--- config.mk ---
export PLATFORM = sky130hd
export DESIGN_NAME = jtcommando_dwnld
export DESIGN_NICKNAME = d
export VERILOG_FILES = /design/src/rtl/jtcommando_dwnld.sv
export SDC_FILE = /design/constraint.sdc
export NUM_CORES = 1
export LEC_CHECK = 0
export BUFFER_PORTS_ARGS = -buffer_cell sky130_fd_sc_hd__buf_4
export CAP_MARGIN = 10
export CORE_AREA = 2 2 87 109
export DETAILED_ROUTE_END_ITERATION = 8
export DIE_AREA = 0 0 89 111
export HOLD_SLACK_MARGIN = 0.06
export MAX_ROUTING_LAYER = met4
export PLACE_DENSITY = 0.78
export SYNTH_ARGS = -nofsm -noshare
export SYNTH_HDL_FRONTEND = slang
export SYNTH_SLANG_ARGS = --single-unit
--- constraint.sdc ---
create_clock -name clk -period 2.8 [get_ports clk]
set_clock_uncertainty 0.15 [all_clocks]
set_input_delay 0.14 -clock clk [delete_from_list [all_inputs] [get_ports clk]]
set_output_delay 0.14 -clock clk [all_outputs]
set_load 0.02 [all_outputs]
--- src/rtl/jtcommando_dwnld.sv ---
// jtcommando_dwnld - download path from the ioctl byte stream to the SDRAM
// programming port and the on-chip colour/timing PROMs.
//
// Optional feature: define JTCOMMANDO_GFX_SWIZZLE_EN to swap byte-address
// bits 1 and 0 inside the graphics region so plane pairs share a 16-bit word.
//
// Ports:
//   clk, rst             system clock, asynchronous active-high reset
//   downloading          high while a ROM download is in progress
//   ioctl_addr/data/wr   incoming byte stream (wr is a one-cycle strobe)
//   prog_addr/data/mask  SDRAM word address, byte, active-low byte enable
//   prog_we / prog_ack   write request held until the one-cycle acceptance
//   prom_we/addr/data    one-hot single-cycle PROM write
//   dwnld_done           one-cycle pulse once a finished download has drained
//   ovf                  sticky flag: an SDRAM byte was dropped
module jtcommando_dwnld #(
  parameter logic [21:0] GFX_START  = 22'h10000,
  parameter logic [21:0] PROM_START = 22'h3C000,
  parameter int          PROM_AW    = 8,
  parameter int          PROM_COUNT = 4
) (
  input  logic                  clk,
  input  logic                  rst,
  input  logic                  downloading,
  input  logic [21:0]           ioctl_addr,
  input  logic [7:0]            ioctl_data,
  input  logic                  ioctl_wr,
  output logic [21:0]           prog_addr,
  output logic [7:0]            prog_data,
  output logic [1:0]            prog_mask,
  output logic                  prog_we,
  input  logic                  prog_ack,
  output logic [PROM_COUNT-1:0] prom_we,
  output logic [PROM_AW-1:0]    prom_addr,
  output logic [7:0]            prom_data,
  output logic                  dwnld_done,
  output logic                  ovf
);

`ifdef JTCOMMANDO_GFX_SWIZZLE_EN
  localparam bit SWZ_EN = 1'b1;
`else
  localparam bit SWZ_EN = 1'b0;
`endif

  localparam logic [21:0] PROM_END = PROM_START + 22'(PROM_COUNT << PROM_AW);

  typedef enum logic [1:0] {IDLE, WRITE, DRAIN} state_t;

  state_t st;
  logic   dl_l, drain_pend;

  // one-entry holding buffer behind prog_*
  logic        buf_full;
  logic [21:0] buf_addr;
  logic [7:0]  buf_data;
  logic [1:0]  buf_mask;

  logic               in_sd, in_prom, sd_wr, prom_wr, dl_fall, dl_rise;
  logic [21:0]        g, swz, eff, wr_addr;
  logic [1:0]         wr_mask;
  logic [PROM_AW+1:0] poff;

  always_comb begin
    in_sd   = ioctl_addr < PROM_START;
    in_prom = !in_sd && (ioctl_addr < PROM_END);
    sd_wr   = ioctl_wr && downloading && in_sd;
    prom_wr = ioctl_wr && downloading && in_prom;
    g       = ioctl_addr - GFX_START;
    swz     = GFX_START + {g[21:2], g[0], g[1]};
    eff     = (SWZ_EN && in_sd && (ioctl_addr >= GFX_START)) ? swz : ioctl_addr;
    wr_addr = {1'b0, eff[21:1]};
    wr_mask = eff[0] ? 2'b01 : 2'b10;
    // low bits of the difference only depend on the low bits of the operands
    poff    = ioctl_addr[PROM_AW+1:0] - PROM_START[PROM_AW+1:0];
    dl_fall = dl_l && !downloading;
    dl_rise = !dl_l && downloading;
  end

  always_ff @(posedge clk or posedge rst) begin
    if (rst) begin
      st         <= IDLE;
      dl_l       <= 1'b0;
      drain_pend <= 1'b0;
      prog_addr  <= '0;
      prog_data  <= '0;
      prog_mask  <= 2'b11;
      prog_we    <= 1'b0;
      buf_full   <= 1'b0;
      buf_addr   <= '0;
      buf_data   <= '0;
      buf_mask   <= 2'b11;
      prom_we    <= '0;
      prom_addr  <= '0;
      prom_data  <= '0;
      dwnld_done <= 1'b0;
      ovf        <= 1'b0;
    end else begin
      dl_l       <= downloading;
      dwnld_done <= 1'b0;
      prom_we    <= '0;
      if (prom_wr) begin
        prom_we   <= PROM_COUNT'(1) << poff[PROM_AW+1:PROM_AW];
        prom_addr <= poff[PROM_AW-1:0];
        prom_data <= ioctl_data;
      end
      if (dl_rise) ovf <= 1'b0;

      case (st)
        IDLE: begin
          if (dl_fall) st <= DRAIN;
          else if (sd_wr) begin
            prog_addr <= wr_addr;
            prog_data <= ioctl_data;
            prog_mask <= wr_mask;
            prog_we   <= 1'b1;
            st        <= WRITE;
          end
        end
        WRITE, DRAIN: begin
          if (st == WRITE && dl_fall) drain_pend <= 1'b1;
          if (prog_we && prog_ack) begin
            // retire current write; next byte (buffer first) follows with no gap
            if (buf_full) begin
              prog_addr <= buf_addr;
              prog_data <= buf_data;
              prog_mask <= buf_mask;
              if (sd_wr) begin
                buf_addr <= wr_addr;
                buf_data <= ioctl_data;
                buf_mask <= wr_mask;
              end else begin
                buf_full <= 1'b0;
              end
            end else if (sd_wr) begin
              prog_addr <= wr_addr;
              prog_data <= ioctl_data;
              prog_mask <= wr_mask;
            end else begin
              prog_we <= 1'b0;
            end
            if (st == WRITE) begin
              if (dl_fall || drain_pend) begin
                st         <= DRAIN;
                drain_pend <= 1'b0;
              end else if (!buf_full && !sd_wr) begin
                st <= IDLE;
              end
            end
          end else if (prog_we) begin
            if (sd_wr) begin
              if (buf_full) ovf <= 1'b1;
              else begin
                buf_addr <= wr_addr;
                buf_data <= ioctl_data;
                buf_mask <= wr_mask;
                buf_full <= 1'b1;
              end
            end
          end else if (buf_full) begin
            prog_addr <= buf_addr;
            prog_data <= buf_data;
            prog_mask <= buf_mask;
            prog_we   <= 1'b1;
            buf_full  <= 1'b0;
          end else begin
            dwnld_done <= 1'b1;
            st         <= IDLE;
          end
        end
        default: st <= IDLE;
      endcase
    end
  end

endmodule

==> Implementation_results.wiki <==
{| class="wikitable"
! Metric !! Value
|-
| GRT Util Overall || 20.2%
|-
| Clock tree from TritonCTS || yes
|-
| DRC violations left || 0
|-
| Initial antenna violation count || 0
|-
| Final cell count without fillers || ~540
|-
| Most numerous cell types in the synthesized netlist || sky130_fd_sc_hd__dfrtp_1, sky130_fd_sc_hd__o22ai_1, sky130_fd_sc_hd__a2bb2oi_1
|-
| Critical Path, Cell by Cell || inv_1 -> ha_1 -> nand3b_1 -> and3_1 -> buf_4 -> o21ai_0 -> a22o_1
|-
| Proportion of netlist area held by the largest area contributor || 54.9%
|-
| Fraction of layout instances using a drive strength above 1 || between 40% and 50%
|-
| Remaining global-route overflow || 0
|-
| Post-Route Setup TNS || 0 ns
|-
| Total via count after detailed routing || just under 3,000
|-
| Final WL || ~9300 um
|-
| Worst path top cell family by delay || compound AO/OA/AOI/OAI gates
|-
| Die Area || ~10000 um2
|-
| Final critical-path required period || 2.36 ns
|-
| Endpoint kind of the worst setup timing path || register
|-
| End point of the most critical hold path || ovf
|-
| Area growth from synthesis to layout || 35.6%
|-
| Register-to-Register Path Depth || 7
|-
| Number of search-and-repair iterations in the first detailed-routing pass || 4
|-
| Synthesized Nets || approximately 330
|-
| Final Setup Violations || 0
|-
| Detail Route Antenna Nets || 0
|-
| Start point of the worst hold path || ioctl_addr[19]
|-
| Number of max-slew violations in the final report || 0
|-
| Share of synthesized flip-flops with an asynchronous set or reset || between 90% and 100%
|-
| Number of buffers added on ports || between 80 and 90
|-
| DR vias/cell || about 5.4
|-
| Hold Crit Class || input port to register
|-
| # Post-CTS Setup Buffers || 0
|-
| Setup slack of the most critical reg-to-reg path || 0.44 ns
|-
| Seq/Total Area, Yosys || between 50 and 60%
|-
| Area of the mapped netlist || around 4000 um2
|-
| Final worst-path cycle share || 84.3%
|-
| HPWL reported at the end of detailed placement || 5980 um
|-
| Setup repair after global routing missed its margin || no
|-
| Worst hold slack after final layout || ~0.11 ns
|-
| Number of storage elements in the synthesis netlist || 91
|-
| Unique masters post-synth || 47
|-
| Count of warnings emitted by yosys || 0
|-
| Result of the run || completed
|-
| Worst endpoint data arrival time || 2.44 ns
|-
| Reported max-cap violation count || 0
|-
| Measured slew at the worst slew-check pin || 0.830 ns
|-
| Placed cells || a little under 500
|-
| Wire per inst || ~17 um
|-
| Post-layout nets || 451
|-
| TritonCTS Sinks || 91
|-
| First-pass GRT wire length || roughly 15,000 um
|-
| ANT cells || 0
|-
| Worst reg2reg endpoint || prog_addr[20]
|-
| Cell with the most instances after synthesis || sky130_fd_sc_hd__dfrtp_1
|-
| CORE AREA || 8980 um2
|-
| Critical Path RT || around 2.9 ns
|-
| Clock input transition at the sequential cells of the worst setup and hold paths || ~0.060 ns
|-
| Cells after synthesis || between 200 and 300
|-
| Worst Path Max Fanout || 12
|-
| CTS H-Tree Depth || 3
|-
| Power Total || roughly 4600 uW
|-
| Maximum clock rate || ~0.42 GHz
|-
| Startpoint of the worst-slack reg-to-reg timing path || st[0]
|-
| Initial standard-cell utilization of the core || 44.2%
|-
| Synth top area cells || sky130_fd_sc_hd__dfrtp_1, sky130_fd_sc_hd__mux2_4, sky130_fd_sc_hd__a2bb2oi_1
|-
| FP Rows || 39
|-
| Die extent in y || ~110 um
|-
| Cell leakage power || between 0.002 and 0.003 uW
|-
| Routability congestion estimate || 0.828
|-
| Crit path buf inv count || 2
|-
| Total power divided by cell area || around 850 nW/um2
|-
| Skew-Pair Late Insertion Delay || between 0.3 and 0.4 ns
|-
| Number of top-level pins || 90
|-
| Final Core Density || between 50% and 60%
|-
| Final hold violations || 0
|-
| Clock Tree Buf Depth || 2
|-
| Largest net degree at the start of global routing || 92
|-
| Largest area contributor in the synthesized netlist || sky130_fd_sc_hd__dfrtp_1
|-
| Maximum cell stage delay along the critical path || 0.47 ns
|-
| Worst Hold Path Cells || 4
|-
| Worst-case headroom to the max-slew limit || approximately 44%
|-
| Clock buffers created by TritonCTS || 9
|-
| Horiz. Die Dim || between 80 and 90 um
|-
| Number of synthesized flops with an enable pin || 0
|-
| 1st-iter DRT viols || roughly 220
|-
| Master of the slowest instance on the critical path || sky130_fd_sc_hd__ha_1
|-
| Post-synth top flop || sky130_fd_sc_hd__dfrtp_1
|-
| Mean Syn Cell Area || roughly 14 um2
|-
| Largest vdd supply drop || about 0.00062 V
|-
| Path type of the worst setup path || register to register
|-
| Via count of the first global-routing pass || just under 3,000
|-
| Type of origin of the critical path || register
|-
| Cell at the root of the clock tree || sky130_fd_sc_hd__clkbuf_16
|}
==> cells by family (layout without fill, tap and decap cells) <==
logic type | count (synthesis) | after routing | share of synthesized area, %
AO/OA/AOI/OAI | 86 | 86 | 16.3
AND/OR/NAND/NOR | 37 | 37 | 6.69
multiplexers | 42 | 42 | 14.4
adder cells (fa/ha/maj) | 6 | 6 | 1.89
buffers and inverters | 25 | 153 | 3.19
flip-flops | 91 | 91 | 57.5
==> power by group <==
group,switching [uW],internal [uW],total (uW)
registers,183,1600,1780
clock network,536,621,1160
logic,852,765,1620
==> how the worst max path moves through the flow <==
stage / from / endpoint / slack [ns] / cells past startpoint
finish: st[0] / prog_addr[20] / 0.44 / 7
global route: st[0] / prog_addr[20] / 0.30 / 7
CTS: st[0] / prog_addr[20] / 0.45 / 7
detailed placement: st[0] / prog_addr[20] / 0.46 / 7
global placement: st[0] / prog_addr[20] / 0.55 / 7
floorplan: rst / buf_addr[0] / 0.15 / 1
==> timing repair <==
item	4_1_cts	5_1_grt
resized for setup	0	0
endpoints found under the hold margin	163	0
hold buffers	30	0
endpoints found under the setup margin	0	0
==> flip-flops by register name, summed over array words and instances (netlist names), 2 cells and up <==
register / cells
prog_mask: 2
buf_data: 8
prog_addr: 22
buf_mask: 2
prom_addr: 8
prom_we: 4
prog_data: 8
buf_addr: 21
st: 2
prom_data: 8
==> routing by layer <==
| metal | share of wire (%) | track usage (%) | vias to the layer above |
|---|---|---|---|
| met5 | 0 | - | - |
| met4 | 1.1 | 6.07 | 0 |
| met3 | 4.7 | 4.69 | 10 |
| met2 | 48 | 30.0 | 103 |
| met1 | 46 | 27.8 | 1436 |
| li1 | - | - | 1343 |
==> tightest hold or removal path, delay by kind of cell <==
family	cells	cell delay [ns]
simple gates	2	0.20
buf+inv	1	0.10
compound gates	1	0.11
==> placed cells by master, fill, tap and decap left out, drive strengths merged, types with 6 or more instances in the layout <==
cell type and instances:
a2bb2oi 27, and2 7, buf 97, clkbuf 10, dfrtp 87, dlygate4sd3 30
ha 6, inv 12, mux2 42, o21ai 7, o22ai 29
==> cell type report <==
type | instances | area (um2)
Clock buffer | 10 | 229
Multi-Input combinational cell | 171 | 1560
Clock inverter | 6 | 58.8
Inverter | 10 | 38.8
Fill cell | 716 | 3600
Timing Repair Buffer | 127 | 1050
Sequential cell | 91 | 2280
Tap cell | 123 | 154
==> stage by stage <==
stage	cell area (um2)	setup WS [ns]
after floorplan	3970	0.153
after global placement	4790	0.546
after detailed placement	4790	0.463
after CTS	5380	0.451
after global routing	5380	0.303
final	5380	0.439
Note: power is estimated with default switching activity, not from simulation.
